**config.mk**
```make
export PLATFORM = sky130hd
export DESIGN_NAME = rf_wb_arbiter
export DESIGN_NICKNAME = d
export VERILOG_FILES = /design/src/rtl/rf_pkg.sv /design/src/rtl/rf_wb_slot.sv /design/src/rtl/rf_wb_arbiter.sv
export SDC_FILE = /design/constraint.sdc
export NUM_CORES = 1
export LEC_CHECK = 0
export CAP_MARGIN = 20
export CORE_UTILIZATION = 35
export CTS_CLUSTER_DIAMETER = 30
export DETAILED_ROUTE_END_ITERATION = 6
export MAX_ROUTING_LAYER = met4
export PLACE_DENSITY = 0.6
export RECOVER_POWER = 25
export SYNTH_ARGS = -nofsm -noshare
export SYNTH_HDL_FRONTEND = slang
export SYNTH_HIERARCHICAL = 1
export SYNTH_SLANG_ARGS = --single-unit
```
**constraint.sdc**
```tcl
create_clock -name clock_in -period 2.7 [get_ports clock_in]
set_input_delay 0.27 -clock clock_in [delete_from_list [all_inputs] [get_ports clock_in]]
set_output_delay 0.27 -clock clock_in [all_outputs]
set_load 0.01 [all_outputs]
```
**src/rtl/rf_pkg.sv**
```systemverilog
// Shared definitions for the register-file writeback arbiter.
//   RF_AW / RF_DW : default register address and data widths
//   REG_ZERO      : hard-wired zero register, never written
//   req_e         : requester index (ALU = 0, MEM/load = 1)
package rf_pkg;

  localparam int unsigned RF_AW = 5;
  localparam int unsigned RF_DW = 32;

  localparam logic [RF_AW-1:0] REG_ZERO = '0;

  typedef enum logic {
    REQ_ALU = 1'b0,
    REQ_MEM = 1'b1
  } req_e;

endpackage

```
**src/rtl/rf_wb_slot.sv**
```systemverilog
// One-entry writeback holding register.
//   clk, rst_n : clock, asynchronous active-low reset
//   load       : capture addr_in/data_in and mark full (wins over clear)
//   clear      : free the slot (granted or flushed)
//   addr_in    : destination register to capture
//   data_in    : data to capture
//   full       : slot holds a pending write
//   addr, data : held destination register and data
module rf_wb_slot
  import rf_pkg::*;
#(
  parameter int unsigned AW = RF_AW,
  parameter int unsigned DW = RF_DW
) (
  input  logic          clk,
  input  logic          rst_n,
  input  logic          load,
  input  logic          clear,
  input  logic [AW-1:0] addr_in,
  input  logic [DW-1:0] data_in,
  output logic          full,
  output logic [AW-1:0] addr,
  output logic [DW-1:0] data
);

  logic          full_q, full_d;
  logic [AW-1:0] addr_q, addr_d;
  logic [DW-1:0] data_q, data_d;

  // Load beats clear so a slot can be granted and refilled on the same edge.
  always_comb begin
    full_d = full_q;
    addr_d = addr_q;
    data_d = data_q;
    if (load) begin
      full_d = 1'b1;
      addr_d = addr_in;
      data_d = data_in;
    end else if (clear) begin
      full_d = 1'b0;
    end
  end

  always_ff @(posedge clk or negedge rst_n) begin
    if (!rst_n) begin
      full_q <= 1'b0;
      addr_q <= '0;
      data_q <= '0;
    end else begin
      full_q <= full_d;
      addr_q <= addr_d;
      data_q <= data_d;
    end
  end

  assign full = full_q;
  assign addr = addr_q;
  assign data = data_q;

endmodule

```
**src/rtl/rf_wb_arbiter.sv**
```systemverilog
// Register-file write port arbiter for two writeback requesters (ALU, MEM).
// Each requester owns a one-entry slot; the older full slot commits first so
// program order to a register is preserved. The write port is registered.
// A combinational lookup reports pending writes with forwarded data.
//   clock_in, rst_n         : clock, asynchronous active-low reset
//   flush                   : discard both slots, drop this edge's handshakes
//   alu_valid/ready/addr/data, mem_valid/ready/addr/data : requester handshakes
//   regWrite/writeReg/writeData : registered register-file write port
//   rd_addr1/2 -> hit1/2, fwd1/2 : pending-write lookup with youngest data
module rf_wb_arbiter
  import rf_pkg::*;
#(
  parameter int unsigned AW      = RF_AW,
  parameter int unsigned DW      = RF_DW,
  parameter bit          TIE_MEM = 1'b1
) (
  input  logic          clock_in,
  input  logic          rst_n,
  input  logic          flush,
  input  logic          alu_valid,
  output logic          alu_ready,
  input  logic [AW-1:0] alu_addr,
  input  logic [DW-1:0] alu_data,
  input  logic          mem_valid,
  output logic          mem_ready,
  input  logic [AW-1:0] mem_addr,
  input  logic [DW-1:0] mem_data,
  output logic          regWrite,
  output logic [AW-1:0] writeReg,
  output logic [DW-1:0] writeData,
  input  logic [AW-1:0] rd_addr1,
  input  logic [AW-1:0] rd_addr2,
  output logic          hit1,
  output logic          hit2,
  output logic [DW-1:0] fwd1,
  output logic [DW-1:0] fwd2
);

  localparam logic [AW-1:0] ZERO_ADDR = AW'(REG_ZERO);

  logic          alu_full, mem_full;
  logic [AW-1:0] alu_slot_addr, mem_slot_addr;
  logic [DW-1:0] alu_slot_data, mem_slot_data;

  // age_q = 1: MEM slot is older than ALU slot (meaningful only when both full)
  logic age_q, age_d;

  logic          reg_write_q, reg_write_d;
  logic [AW-1:0] write_reg_q, write_reg_d;
  logic [DW-1:0] write_data_q, write_data_d;

  logic win_valid;
  req_e win_sel;
  logic alu_grant, mem_grant;
  logic alu_load, mem_load;
  logic commit;

  // Oldest-first arbitration over full slots.
  always_comb begin
    win_valid = alu_full || mem_full;
    win_sel   = REQ_ALU;
    if (alu_full && mem_full) begin
      win_sel = age_q ? REQ_MEM : REQ_ALU;
    end else if (mem_full) begin
      win_sel = REQ_MEM;
    end
    alu_grant = win_valid && (win_sel == REQ_ALU);
    mem_grant = win_valid && (win_sel == REQ_MEM);
  end

  // Ready is forced low while reset is asserted.
  assign alu_ready = rst_n && (!alu_full || alu_grant);
  assign mem_ready = rst_n && (!mem_full || mem_grant);

  // Writes to the zero register complete the handshake but are dropped here.
  assign alu_load = alu_valid && alu_ready && !flush && (alu_addr != ZERO_ADDR);
  assign mem_load = mem_valid && mem_ready && !flush && (mem_addr != ZERO_ADDR);
  assign commit   = win_valid && !flush;

  rf_wb_slot #(.AW(AW), .DW(DW)) u_alu_slot (
    .clk     (clock_in),
    .rst_n   (rst_n),
    .load    (alu_load),
    .clear   (alu_grant || flush),
    .addr_in (alu_addr),
    .data_in (alu_data),
    .full    (alu_full),
    .addr    (alu_slot_addr),
    .data    (alu_slot_data)
  );

  rf_wb_slot #(.AW(AW), .DW(DW)) u_mem_slot (
    .clk     (clock_in),
    .rst_n   (rst_n),
    .load    (mem_load),
    .clear   (mem_grant || flush),
    .addr_in (mem_addr),
    .data_in (mem_data),
    .full    (mem_full),
    .addr    (mem_slot_addr),
    .data    (mem_slot_data)
  );

  // Age tracking: a slot that stays full is older than one that refills.
  always_comb begin
    age_d = age_q;
    if (flush) begin
      age_d = 1'b0;
    end else if (alu_load && mem_load) begin
      age_d = TIE_MEM;
    end else if (alu_load && mem_full && !mem_grant) begin
      age_d = 1'b1;
    end else if (mem_load && alu_full && !alu_grant) begin
      age_d = 1'b0;
    end
  end

  // Output stage: address/data hold when idle.
  always_comb begin
    reg_write_d  = commit;
    write_reg_d  = write_reg_q;
    write_data_d = write_data_q;
    if (commit) begin
      if (win_sel == REQ_MEM) begin
        write_reg_d  = mem_slot_addr;
        write_data_d = mem_slot_data;
      end else begin
        write_reg_d  = alu_slot_addr;
        write_data_d = alu_slot_data;
      end
    end
  end

  always_ff @(posedge clock_in or negedge rst_n) begin
    if (!rst_n) begin
      age_q        <= 1'b0;
      reg_write_q  <= 1'b0;
      write_reg_q  <= '0;
      write_data_q <= '0;
    end else begin
      age_q        <= age_d;
      reg_write_q  <= reg_write_d;
      write_reg_q  <= write_reg_d;
      write_data_q <= write_data_d;
    end
  end

  assign regWrite  = reg_write_q;
  assign writeReg  = write_reg_q;
  assign writeData = write_data_q;

  // Returns {hit, data}; when both slots match the younger slot's data wins.
  function automatic logic [DW:0] lookup(
    input logic [AW-1:0] rd,
    input logic          a_full,
    input logic [AW-1:0] a_addr,
    input logic [DW-1:0] a_data,
    input logic          m_full,
    input logic [AW-1:0] m_addr,
    input logic [DW-1:0] m_data,
    input logic          mem_older
  );
    logic a_hit;
    logic m_hit;
    logic [DW-1:0] d;
    a_hit = a_full && (a_addr == rd) && (rd != ZERO_ADDR);
    m_hit = m_full && (m_addr == rd) && (rd != ZERO_ADDR);
    d     = '0;
    if (a_hit && m_hit) begin
      d = mem_older ? a_data : m_data;
    end else if (a_hit) begin
      d = a_data;
    end else if (m_hit) begin
      d = m_data;
    end
    return {a_hit || m_hit, d};
  endfunction

  always_comb begin
    {hit1, fwd1} = lookup(rd_addr1, alu_full, alu_slot_addr, alu_slot_data,
                          mem_full, mem_slot_addr, mem_slot_data, age_q);
    {hit2, fwd2} = lookup(rd_addr2, alu_full, alu_slot_addr, alu_slot_data,
                          mem_full, mem_slot_addr, mem_slot_data, age_q);
  end

endmodule

```
==> Word level (Yosys, flattened, before mapping) <==
Cells that the tools add are included.
{ "word_totals": {"ff_bits": 115, "in_bits": 89, "out_inout_bits": 106, "wordCells": 81} }
{ "classes": {"eq_ne": 4, "mux": 20, "bitwise_logic": 1, "n_reduce_logical": 46} }
{ "ops": {"columns": ["op", "count"], "rows": [
  ["2-to-1 mux 32 bit", 8],
  ["logical AND 1 bit", 27],
  ["== test 5 bit", 4],
  ["nonzero test 5 bit", 4],
  ["2-to-1 mux 1 bit", 11],
  ["logical OR 1 bit", 7],
  ["logical NOT 1 bit", 5],
  ["2-to-1 mux 5 bit", 1],
  ["nonzero test 2 bit", 2],
  ["nonzero test 4 bit", 1],
  ["inverter 1 bit", 1]
]} }

==> Logic depth before layout (Yosys ltp) <==
{ "logic_depth": {"depth_word": 14, "ltp_mapped": 8, "mapped_depth_nobuf": 5} }

==> Cells and area by module <==
Netlist, hierarchy kept.
{ "by_module_without_submodules": {"columns": ["module", "instances", "cells_per_inst", "area_per_inst_um2", "seq_area_each_um2"], "rows": [
  ["rf_wb_slot", 2, 81, 1488.9, 950.9],
  ["rf_wb_arbiter", 1, 299, 2950.3, 975.9]
]} }

==> Worst setup path after synthesis <==
OpenSTA, ideal clock, no wires.
{ "synth_path": {"path_type": "reg-to-output", "start": "reg u_mem_slot.addr_q[3], in the netlist u_mem_slot/addr[3]", "end": "out fwd1[6]", "arrival_ns": 1.820, "t_required_ns": 2.430, "slack_ns": 0.610, "path_stages_with_launch": 6, "n_path_buf": 1, "cell_sequence": "dfrtp_1 -> xor2_1 -> nor4_1 -> o311a_2 -> buf_2 -> a22o_1"} }
{ "synth_between": {"elab_chain_cells": 6, "word_cells_on_any_way": 7, "cone_classes": "eq/ne (1); mux (3); reduce/logical (3)"} }
{ "synth_lines": {"columns": ["item", "line_no", "rtl"], "rows": [
  ["from (decl)", "rf_wb_slot.sv:27", "logic [AW-1:0] addr_q, addr_d;"],
  ["from (signal assigned)", "rf_wb_slot.sv:51", "addr_q <= addr_d;"],
  ["== test 5 bit (*)", "rf_wb_arbiter.sv:167", "m_hit = m_full && (m_addr == rd) && (rd != ZERO_ADDR);"],
  ["logical AND 1 bit (*) (2 in a row)", "rf_wb_arbiter.sv:167", null],
  ["2-to-1 mux 32 bit", "rf_wb_arbiter.sv:173", "end else if (m_hit) begin"],
  ["2-to-1 mux 32 bit", "rf_wb_arbiter.sv:171", "end else if (a_hit) begin"],
  ["2-to-1 mux 32 bit (*)", "rf_wb_arbiter.sv:169", "if (a_hit && m_hit) begin"],
  ["to (decl)", "rf_wb_arbiter.sv:35", "output logic [DW-1:0] fwd1,"]
]} }
Mark *: on every way between the ends. The rest lies on a longest branch, timed or not.

==> Worst setup path in the final report <==
{ "layout_path": {"start": "reg u_alu_slot.addr_q[3], in the netlist u_alu_slot/addr[3]", "end": "out fwd1[2]"} }
{ "layout_between": {"elab_chain_cells": 5, "word_cells_on_any_way": 6, "cone_classes": "eq/ne (1); mux (2); reduce/logical (3)"} }
{ "layout_lines": {"columns": ["item", "line_no", "rtl"], "rows": [
  ["from (decl)", "rf_wb_slot.sv:27", null],
  ["from (signal assigned)", "rf_wb_slot.sv:51", null],
  ["== test 5 bit (*)", "rf_wb_arbiter.sv:166", "a_hit = a_full && (a_addr == rd) && (rd != ZERO_ADDR);"],
  ["logical AND 1 bit (*) (2 in a row)", "rf_wb_arbiter.sv:166", null],
  ["2-to-1 mux 32 bit or logical AND 1 bit (tied branches)", "rf_wb_arbiter.sv:171, rf_wb_arbiter.sv:169", null],
  ["2-to-1 mux 32 bit (*)", "rf_wb_arbiter.sv:169", null]
]} }
Marks and branches as above.

==> results.json <==
{
  "run_status": "finished clean",
  "synthSimpleGateAreaFrac": 0.0407,
  "maxCapViolCount": 0,
  "rsz0062_at_grt": "true",
  "worst_slew_pin_slew_ps": 1400,
  "cp-end-kind": "primary output",
  "wirelength_mm": 18.8,
  "grt_pass1_wl_mm": 29.0,
  "path_clk_slew_ps": 60,
  "final-setup-viol-count": 0,
  "synthAdderAreaFrac": 0,
  "p_leak_nw": 4.48,
  "avgViaCountPerCell": 5.08,
  "synth_cells": 461,
  "mostFrequentLayoutCells": "clkdlybuf4s50_1, dfrtp_1, nand2_1, buf_4, buf_6",
  "coreArea_um2": 16600,
  "synth_area_um2": 5930,
  "cts_tree": "done",
  "portBuffers": 194,
  "root_buffer": "clkbuf_16",
  "cts_buffer_depth": 2,
  "drv_slew": 0,
  "place_ws_ps": -394,
  "worstSetupStartpointType": "register",
  "required_ps": 2430,
  "antenna_found_initial": 0,
  "drt_iter0_drc": 112,
  "wire_per_inst_um": 20.0,
  "die_y_um": 132,
  "ys_seq_area_frac": 0.485,
  "vias": 4778,
  "firstDrtPassIters": 5,
  "grt_use_total": 0.226,
  "period_minus_slack_ps": 2630,
  "diodes": 0,
  "post-route-period-util": 0.974,
  "critical_path_class": "reg -> out",
  "power_switching_mw": 1.90,
  "syn_nets": 550,
  "hold_viol_final": 0,
  "fmax_mhz": 380,
  "post_synth.cell_area_avg_um2": 12.9,
  "mostFrequentLayoutCell": "clkdlybuf4s50_1",
  "die_area_um2": 17500,
  "seq_power_share": 0.386,
  "grt_pass1_vias": 5108,
  "grt_max_degree": 78,
  "fillers": 1390,
  "crit_fanout": 6,
  "insertion_delay_ps": 420,
  "synth-compound-area-share": 0.174,
  "synth-seq-cells": 115,
  "skew_ps": 5.96,
  "drive_above_1_share": 0.433,
  "synth-edff-count": 0,
  "pwr-share-comb": 0.245,
  "async_reset_ff_frac": 1.00,
  "slowest_stage": "o311a_4",
  "stdcell_area_um2": 9500,
  "hp-start": "mem_data[0]",
  "placedCellCount": 882,
  "globalRouteOverflowTotal": 0,
  "initial_core_util": 0.357,
  "ios": 195,
  "synth_warnings": 6,
  "worstPathArrival_ps": 2360,
  "globalplace.congestion": 0.811,
  "place_area_um2": 8320,
  "synth-xor-area-share": 0.0295,
  "antenna_left": 0,
  "stdcell_count": 940,
  "slew_headroom": 0.0651,
  "final_nets": 796,
  "power.share.clock": 0.368,
  "synth_ff_type": "dfrtp_1",
  "rows": 47,
  "cp-startpoint": "u_alu_slot/addr[3]",
  "swShare": 0.288,
  "die_w_um": 132,
  "synth.area.mux_share": 0.227,
  "ir_drop_uv": 444,
  "h-tree-depth": 4,
  "yosysUniqueCellTypes": 34,
  "p_int_mw": 4.70,
  "powerDensity_nw_per_um2": 696,
  "reg2reg_from": "u_alu_slot/full",
  "syn2layout_area_growth_pct": 60.2,
  "synth_top_family_by_area": "multiplexers",
  "drc": 0,
  "path_cells": "xnor2_2, nand4_1, o311a_4, buf_12, a22o_2, clkdlybuf4s15_1",
  "cts.sink_count": 115,
  "place.detailed.hpwl_mm": 11.9,
  "tns_ps": 0,
  "cpPeakStageDelay_ps": 510,
  "hp-class": "in -> reg",
  "worst_slack_ps": 69.2,
  "cts-buffers-inserted": 17
}
-- metrics by stage --
stage               utilization  hold slack, ps  power [mW]
finish                    0.573             465        6.61
global route              0.573             454        6.92
CTS                       0.561             447        6.63
detailed placement        0.502             389        4.08
global placement          0.502             387        4.04
floorplan                     -           -25.6        3.21
-- flip-flops by register name, summed over array words and instances (netlist names) --
| signal | flops |
|---|---|
| u_alu_slot/data | 32 |
| u_mem_slot/data | 32 |
| writeData | 32 |
| u_alu_slot/addr | 5 |
| u_mem_slot/addr | 5 |
| writeReg | 5 |
| age_q | 1 |
| regWrite | 1 |
| u_alu_slot/full | 1 |
| u_mem_slot/full | 1 |
-- kinds of logic (layout without fill, tap and decap cells) --
kind of cell / after synthesis / after routing
and+or+nand+nor: 53 / 53
muxes: 111 / 111
AOI/OAI and AO/OA: 122 / 122
xor gates and xnor gates: 20 / 20
DFF: 115 / 115
buffers and inverters: 40 / 299
-- cells in the mapped netlist (all sizes together) (2+ instances only) --
cell type  number  area, µm²
dfrtp         115       2880
mux2           74        976
a22o           64        629
nand2          41        154
o21ai          41        205
mux2i          37        370
buf            25        198
xnor2          12        105
clkbuf          9       33.8
xor2            8       70.1
inv             6       22.5
or4             4       37.5
a21o            3       22.5
o211ai          3       22.5
a311oi          2       52.6
nand4           2       12.5
nor4            2       12.5
o211a           2       35.0
o311a           2       22.5
-- repair_timing --
action                     CTS  global route
pin swaps                   21            25
setup buffers               17             3
setup endpoints to repair   64            64
resized for setup          265            72
cloned                       3             4
hold endpoints to repair    38             0
hold buffers                 1             0
-- layout make-up --
cell class                 count  area [µm²]  area share
clock inverter                14         203      0.0213
tap                          220         275      0.0290
multi-input combinational    306        3120       0.329
inverter                       6        22.5     0.00237
sequential                   115        2880       0.304
timing repair buffer         261        2550       0.269
clock buffer                  18         439      0.0462
-- routing by layer --
layer,track usage,up-vias,part of all wire
met5,-,-,0
met1,0.280,2397,0.45
met4,0.0562,0,0.0080
li1,-,2210,-
met3,0.0684,15,0.063
met2,0.358,156,0.48
-- power groups by stage --
stage	logic [mW]	registers, mW	clock network, mW
2_1_floorplan	0.678	2.53	0
5_1_grt	1.75	2.62	2.56
3_5_place_dp	1.54	2.54	0
6_report	1.62	2.55	2.43
4_1_cts	1.62	2.53	2.48
3_3_place_gp	1.52	2.52	0
-- critical path, delay by kind of cell, from the launching register on --
| kind | cells | cell delay (ps) |
|---|---|---|
| xor+xnor | 1 | 150 |
| flops | 1 | 450 |
| compound gates | 2 | 710 |
| simple gates | 1 | 240 |
| buf+inv | 2 | 380 |
-- worst paths after layout --
check | end | slack, ps | cells past startpoint
max in group asynchronous | u_alu_slot/addr[4] | 830 | 5
max | fwd1[2] | 70 | 6
min in group asynchronous | writeData[28] | 600 | 3
max reg2reg | writeData[23] | 440 | 4
min reg2reg | writeData[5] | 480 | 2
min | u_mem_slot/data[0] | 460 | 2
Note: power is estimated with default switching activity, not from simulation.
